File: src/rtl/idct8_row_if.sv
// rtl/idct8_row_if.sv - coefficient-in / sample-out stream bundle for idct8_row
//
// Purpose: groups both handshake streams of the row IDCT.
// Signals:
//   in_data   signed coefficient X[k], natural order k=0..7
//   in_valid  in_data valid
//   in_ready  block accepts in_data this cycle
//   out_data  signed reconstructed sample x[n], order n=0..7
//   out_valid out_data valid
//   out_ready downstream accepts out_data
//   out_last  high with x[7] of each block
// Modports: slave = the IDCT block, master = the producer/consumer around it.

interface idct8_row_if #(
  parameter int IN_WIDTH  = 12,
  parameter int OUT_WIDTH = 9
) ();

  logic signed [IN_WIDTH-1:0]  in_data;
  logic                        in_valid;
  logic                        in_ready;
  logic signed [OUT_WIDTH-1:0] out_data;
  logic                        out_valid;
  logic                        out_ready;
  logic                        out_last;

  modport slave (
    input  in_data,
    input  in_valid,
    output in_ready,
    output out_data,
    output out_valid,
    input  out_ready,
    output out_last
  );

  modport master (
    output in_data,
    output in_valid,
    input  in_ready,
    input  out_data,
    input  out_valid,
    output out_ready,
    input  out_last
  );

endinterface

File: src/rtl/idct8_row.sv
// rtl/idct8_row.sv - streaming 8-point 1-D inverse DCT, one coefficient in / one sample out per cycle
//
// Purpose: accepts X[0..7] serially, accumulates X[k]*C[n][k] into eight
// parallel accumulators, and on X[7] rounds/saturates the eight sums into an
// output bank that drains x[0..7] while the next block accumulates.
// Ports:
//   clk  single clock, rising edge
//   rst  synchronous active-high reset
//   bus  idct8_row_if.slave: in_data/in_valid/in_ready coefficient stream,
//        out_data/out_valid/out_ready/out_last sample stream

module idct8_row #(
  parameter int IN_WIDTH  = 12,
  parameter int OUT_WIDTH = 9
) (
  input logic         clk,
  input logic         rst,
  idct8_row_if.slave  bus
);

  // 14-bit Q12 coefficients; the product of a coefficient and an input is PW bits,
  // and eight such products summed cannot overflow AW bits.
  localparam int PW = IN_WIDTH + 14;
  localparam int AW = IN_WIDTH + 14 + 3;

  // MAG[0] is the DC magnitude 4096/(2*sqrt2); MAG[j], j=1..7, is 2048*cos(j*pi/16).
  localparam logic [13:0] MAG [0:7] = '{
    14'd1448, 14'd2009, 14'd1892, 14'd1703,
    14'd1448, 14'd1138, 14'd784,  14'd400
  };

  localparam logic signed [OUT_WIDTH-1:0] OUT_MAX = {1'b0, {(OUT_WIDTH-1){1'b1}}};
  localparam logic signed [OUT_WIDTH-1:0] OUT_MIN = {1'b1, {(OUT_WIDTH-1){1'b0}}};
  localparam logic signed [AW-1:0]        SAT_MAX = AW'(OUT_MAX);
  localparam logic signed [AW-1:0]        SAT_MIN = AW'(OUT_MIN);
  localparam logic signed [AW-1:0]        RND_HALF = AW'(2048);

  // C[n][k]: fold the cosine angle (2n+1)*k*pi/16 into the first quadrant.
  // For k>0 the folded index is always 1..7, so it never hits cos(0) or cos(pi/2).
  function automatic logic signed [13:0] coef(input int n, input logic [2:0] k);
    int   m;
    logic neg;
    logic signed [13:0] mag;
    neg = 1'b0;
    if (k == 3'd0) begin
      mag = $signed(MAG[0]);
    end else begin
      m = ((2 * n + 1) * int'(k)) % 32;
      if (m > 16) m = 32 - m;
      if (m > 8) begin
        neg = 1'b1;
        m   = 16 - m;
      end
      mag = $signed(MAG[m[2:0]]);
    end
    return neg ? -mag : mag;
  endfunction

  logic [2:0]                  k_cnt_q, k_cnt_d;
  logic [2:0]                  o_idx_q, o_idx_d;
  logic                        bank_full_q, bank_full_d;
  logic signed [AW-1:0]        acc_q [8];
  logic signed [AW-1:0]        acc_d [8];
  logic signed [OUT_WIDTH-1:0] bank_q [8];
  logic signed [OUT_WIDTH-1:0] bank_d [8];

  logic                        in_last;
  logic                        out_fire;
  logic                        drain_last;
  logic                        in_ready_c;
  logic                        in_fire;
  logic                        bank_wr;
  logic signed [PW-1:0]        prod [8];
  logic signed [AW-1:0]        sum  [8];
  logic signed [AW-1:0]        rnd  [8];

  always_comb begin
    in_last    = (k_cnt_q == 3'd7);
    out_fire   = bank_full_q && bus.out_ready;
    drain_last = out_fire && (o_idx_q == 3'd7);
    // X[7] may only land once the bank is free, or in the very cycle its last
    // sample leaves, which is what gives gap-free streaming.
    in_ready_c = !rst && (!in_last || !bank_full_q || drain_last);
    in_fire    = bus.in_valid && in_ready_c;
    bank_wr    = in_fire && in_last;

    k_cnt_d     = in_fire ? k_cnt_q + 3'd1 : k_cnt_q;
    o_idx_d     = o_idx_q;
    bank_full_d = bank_full_q;

    for (int n = 0; n < 8; n++) begin
      prod[n] = $signed(bus.in_data) * coef(n, k_cnt_q);
      // X[0] loads rather than adds, so a stale block never leaks into the next.
      sum[n]  = ((k_cnt_q == 3'd0) ? '0 : acc_q[n]) + AW'(prod[n]);
      acc_d[n] = in_fire ? sum[n] : acc_q[n];
      rnd[n]  = (sum[n] + RND_HALF) >>> 12;
      bank_d[n] = bank_q[n];
      if (bank_wr) begin
        if (rnd[n] > SAT_MAX)      bank_d[n] = OUT_MAX;
        else if (rnd[n] < SAT_MIN) bank_d[n] = OUT_MIN;
        else                       bank_d[n] = rnd[n][OUT_WIDTH-1:0];
      end
    end

    if (out_fire) begin
      if (o_idx_q == 3'd7) begin
        bank_full_d = 1'b0;
        o_idx_d     = 3'd0;
      end else begin
        o_idx_d = o_idx_q + 3'd1;
      end
    end
    // A refill wins over the drain-complete clear in the same cycle.
    if (bank_wr) begin
      bank_full_d = 1'b1;
      o_idx_d     = 3'd0;
    end
  end

  always_ff @(posedge clk) begin
    if (rst) begin
      k_cnt_q     <= 3'd0;
      o_idx_q     <= 3'd0;
      bank_full_q <= 1'b0;
      for (int n = 0; n < 8; n++) begin
        acc_q[n]  <= '0;
        bank_q[n] <= '0;
      end
    end else begin
      k_cnt_q     <= k_cnt_d;
      o_idx_q     <= o_idx_d;
      bank_full_q <= bank_full_d;
      for (int n = 0; n < 8; n++) begin
        acc_q[n]  <= acc_d[n];
        bank_q[n] <= bank_d[n];
      end
    end
  end

  assign bus.in_ready  = in_ready_c;
  assign bus.out_valid = bank_full_q;
  assign bus.out_data  = bank_q[o_idx_q];
  assign bus.out_last  = bank_full_q && (o_idx_q == 3'd7);

endmodule

File: src/flat_wrapper.sv
// flat-port wrapper written by rule: the top's interface ports become plain ports
module idct8_row_flat 
#(
  parameter int IN_WIDTH  = 12,
  parameter int OUT_WIDTH = 9
)
  (clk, rst, bus_in_data, bus_in_valid, bus_in_ready, bus_out_data, bus_out_valid, bus_out_ready, bus_out_last);
  idct8_row_if #(.IN_WIDTH(IN_WIDTH), .OUT_WIDTH(OUT_WIDTH)) bus_i ();
  input logic clk;
  input logic rst;
  input wire logic [$bits(bus_i.in_data)-1:0] bus_in_data;
  input wire logic [$bits(bus_i.in_valid)-1:0] bus_in_valid;
  output wire logic [$bits(bus_i.in_ready)-1:0] bus_in_ready;
  output wire logic [$bits(bus_i.out_data)-1:0] bus_out_data;
  output wire logic [$bits(bus_i.out_valid)-1:0] bus_out_valid;
  input wire logic [$bits(bus_i.out_ready)-1:0] bus_out_ready;
  output wire logic [$bits(bus_i.out_last)-1:0] bus_out_last;
  assign bus_i.in_data = bus_in_data;
  assign bus_i.in_valid = bus_in_valid;
  assign bus_in_ready = bus_i.in_ready;
  assign bus_out_data = bus_i.out_data;
  assign bus_out_valid = bus_i.out_valid;
  assign bus_i.out_ready = bus_out_ready;
  assign bus_out_last = bus_i.out_last;
  idct8_row #(.IN_WIDTH(IN_WIDTH), .OUT_WIDTH(OUT_WIDTH)) u_core (.clk(clk), .rst(rst), .bus(bus_i));
endmodule
File: config.mk
export PLATFORM = sky130hd
export DESIGN_NAME = idct8_row_flat
export DESIGN_NICKNAME = d
export VERILOG_FILES = /design/src/rtl/idct8_row_if.sv /design/src/rtl/idct8_row.sv /design/src/flat_wrapper.sv
export SDC_FILE = /design/constraint.sdc
export NUM_CORES = 2
export LEC_CHECK = 0
export BUFFER_PORTS_ARGS = -buffer_cell sky130_fd_sc_hd__buf_2
export CAP_MARGIN = 20
export CORE_UTILIZATION = 35
export CTS_BUF_LIST = sky130_fd_sc_hd__clkbuf_16
export CTS_CLUSTER_DIAMETER = 200
export DETAILED_ROUTE_END_ITERATION = 7
export SYNTH_ARGS = -nofsm -noshare
export SYNTH_HDL_FRONTEND = slang
export SYNTH_SLANG_ARGS = --single-unit
File: constraint.sdc
create_clock -name clk -period 14 [get_ports clk]
set_clock_uncertainty 0.15 [all_clocks]
set_input_delay 2.8 -clock clk [delete_from_list [all_inputs] [get_ports clk]]
set_output_delay 2.8 -clock clk [all_outputs]
set_load 0.01 [all_outputs]
==> summary.md <==
| Metric | Value |
|---|---|
| Number of global-route vias before repair | `66371` |
| Chip Height | `479 um` |
| Top flip-flop cell by instance count after synthesis | `sky130_fd_sc_hd__dfxtp_1` |
| Largest area contributor in the synthesized netlist | `sky130_fd_sc_hd__fa_1` |
| Result of the run | `finished clean` |
| Count of placed standard cells including taps | `12274` |
| Area of the die | `0.230 sq mm` |
| Fin. max-slew vios | `0` |
| Maximum buffer depth of the clock tree | `3` |
| Critical path data arrival time | `13490 ps` |
| Pin count of the biggest net entering global routing | `166` |
| Number of top-level pins | `28` |
| Actual transition at the worst max-transition pin | `1140 ps` |
| Cell with the most instances after synthesis | `sky130_fd_sc_hd__inv_1` |
| Async set-or-reset flop fraction in the synthesized netlist | `0` |
| Worst hold margin | `308 ps` |
| Grt ovf | `0` |
| Row cnt | `174` |
| Number of clock buffers inserted by TritonCTS | `48` |
| Required @ worst endpoint | `14230 ps` |
| Via density | `5.29` |
| Area added between synthesis and finish | `6.49%` |
| Post-detailed-placement half-perimeter wirelength | `178 mm` |
| Nature of the critical path endpoint | `flop` |
| Initial antenna violation count | `14` |
| Crit path buffers/inverters | `6` |
| Synthesized netlist cell count | `9584` |
| Via count | `65419` |
| Wire length of the first global-routing pass | `366 mm` |
| Final period demand of the worst path | `13260 ps` |
| Maximum frequency from static timing analysis | `75.4 MHz` |
| Total negative setup slack | `0 ps` |
| Post-route antenna net violation count | `0` |
| CTS Hold Buffers Added | `0` |
| Worst-path fanout max | `12` |
| Tot GR Track Use | `0.198` |
| Worst-case headroom to the max-slew limit | `0.243` |
| Initial standard-cell utilization of the core | `0.353` |
| Number of enable-type register cells in the synthesized netlist | `72` |
| Portion of the clock cycle consumed by the worst path in the final layout | `0.947` |
| Width of the chip | `479 um` |
| Final RePlAce weighted congestion | `0.911` |
| Type of the tightest min-delay check | `flop to flop` |
| Flip-flop and latch count after synthesis | `314` |
| Remaining routing DRC violations | `0` |
| Filler-free cell count of the finished design | `12376` |
| Syn avg cell area | `8.31 sq um` |
| Standard cell core area | `0.226 sq mm` |
| H-Tree Depth | `2` |
| Standard cell with the maximum stage delay on the critical path | `sky130_fd_sc_hd__or4b_2` |
| Mapped Area | `0.0797 sq mm` |
| Source-to-sink clock delay at the later pin of the worst-skew pair | `670 ps` |
| Fraction of post-synthesis cell area in the top cell type by area | `0.304` |
| Count of clock tree sinks | `314` |
| Detailed-routing iteration count for the pre-antenna-repair pass | `6` |
| Nets in the synthesized netlist | `11535` |
| Finish-stage setup viols | `0` |
| Total detailed-routing wirelength | `228 mm` |
| Starting DRT DRC Count | `4855` |
| Critical Path Max Stage Delay | `760 ps` |
| Launching element type of the critical path | `flop` |
| Crit path kind | `flop to flop` |
| CTS tree | `yes` |
| Number of synthesis warnings | `0` |
| Share of post-route cells with drive strength above 1 | `0.0461` |
| Top cells by count, synth | `1578 x sky130_fd_sc_hd__inv_1, 1211 x sky130_fd_sc_hd__fa_1, 1202 x sky130_fd_sc_hd__nand2_1` |
| Clock slew seen by the registers of the worst setup and hold paths | `70 ps` |
| Final net count | `11290` |
| IO Port Bufs | `27` |
| Maximum capacitance violations | `0` |
| Synth area leaders | `sky130_fd_sc_hd__fa_1 30%, sky130_fd_sc_hd__ha_1 11%, sky130_fd_sc_hd__inv_1 7.4%` |
| Unique masters post-synth | `114` |
| Sequential-to-total area share from yosys stat | `0.0880` |
| Final count of hold timing violations | `0` |
| Kind of cell adding the most delay to the critical path | `adder cells` |
| Routed wirelength normalized by instance count | `18.4 um` |
| Buffer cell driving the clock tree root | `sky130_fd_sc_hd__clkbuf_16` |
-- placed cells by master, fill, tap and decap left out, types with 72 or more instances in the layout --
master / instances
sky130_fd_sc_hd__nor2b_1: 289
sky130_fd_sc_hd__a21oi_1: 373
sky130_fd_sc_hd__nand3b_1: 250
sky130_fd_sc_hd__buf_4: 134
sky130_fd_sc_hd__edfxtp_1: 72
sky130_fd_sc_hd__dfxtp_1: 241
sky130_fd_sc_hd__and2_1: 368
sky130_fd_sc_hd__nand3_1: 144
sky130_fd_sc_hd__nor3_1: 133
sky130_fd_sc_hd__nor2_1: 373
sky130_fd_sc_hd__xor2_1: 162
sky130_fd_sc_hd__o21ai_0: 398
sky130_fd_sc_hd__nand2_1: 1201
sky130_fd_sc_hd__inv_1: 1580
sky130_fd_sc_hd__xnor2_1: 318
sky130_fd_sc_hd__a21o_1: 148
sky130_fd_sc_hd__fa_1: 1211
sky130_fd_sc_hd__ha_1: 722
-- cell type report --
cell class / count / area (sq um)
clock buffer: 50 / 1250
timing repair buffer: 157 / 1240
sequential: 314 / 7010
antenna: 5 / 12.5
fill: 23028 / 141000
clock inverter: 40 / 404
tap: 2992 / 3740
inverter: 1580 / 5930
multi-input combinational: 7238 / 65200
-- path summary, 6_finish.rpt --
kind / start / cells past startpoint / slack, ps / end
worst max-delay path: u_core.k_cnt_q[0]$_SDFFE_PP0P_ / 50 / 740 / u_core.bank_q[3][2]$_SDFFCE_PN0P_
worst min-delay path: u_core.acc_q[0][231]$_SDFFE_PP0P_ / 2 / 310 / u_core.acc_q[0][231]$_SDFFE_PP0P_
worst max register to register: u_core.k_cnt_q[0]$_SDFFE_PP0P_ / 50 / 740 / u_core.bank_q[3][2]$_SDFFCE_PN0P_
worst min register to register: u_core.acc_q[0][231]$_SDFFE_PP0P_ / 2 / 310 / u_core.acc_q[0][231]$_SDFFE_PP0P_
-- routing by layer --
layer	wire, um	track usage
met5	22	0
met2	105000	0.326
met1	104000	0.274
met3	12800	0.0222
met4	6020	0.0520
-- cells by family (layout without fill, tap and decap cells) --
group / after synthesis / count (layout) / share of synthesized area
and+or+nand+nor: 3179 / 3179 / 0.203
buffers and inverters: 2032 / 1827 / 0.0960
adders and majority gates: 1936 / 1936 / 0.418
AOI/OAI and AO/OA: 1567 / 1567 / 0.128
xor gates and xnor gates: 490 / 490 / 0.0547
DFF: 314 / 314 / 0.0880
muxes: 66 / 66 / 0.0115
other: 0 / 5 / 0
-- registers in the layout (all words and copies together) (netlist names), named ones only --
| name | flops |
|---|---|
| u_core.acc_q | 232 |
| u_core.bank_q | 72 |
| u_core.k_cnt_q | 3 |
| u_core.o_idx_q | 3 |
| u_core.bus.out_valid | 1 |
-- what timing repair did --
action,in CTS,in global routing
resized for setup,1,35
pin swaps,0,4
setup endpoints to repair,8,55
buffers inserted,0,5
-- worst register-to-register path, delay by kind of cell, from the launching register on --
family / cells / cell delay, ps
fa+ha+maj: 12 / 4830
compound gates: 19 / 4250
simple gates: 7 / 1680
xor+xnor: 6 / 1120
buf+inv: 6 / 580
flops: 1 / 340
-- through the flow --
| stage | cell area (sq um) | utilization | worst slack (ps) |
|---|---|---|---|
| after floorplan | 79700 | - | 954 |
| after global placement | 82900 | 0.367 | 29.1 |
| after detailed placement | 82900 | 0.368 | -122 |
| after CTS | 84600 | 0.375 | 130 |
| after global routing | 84800 | 0.376 | -19.9 |
| final | 84800 | 0.376 | 741 |
Power is left out: the tool's default activity adds up to more than one toggle a clock period on the data nets, which glitch-free logic cannot reach.
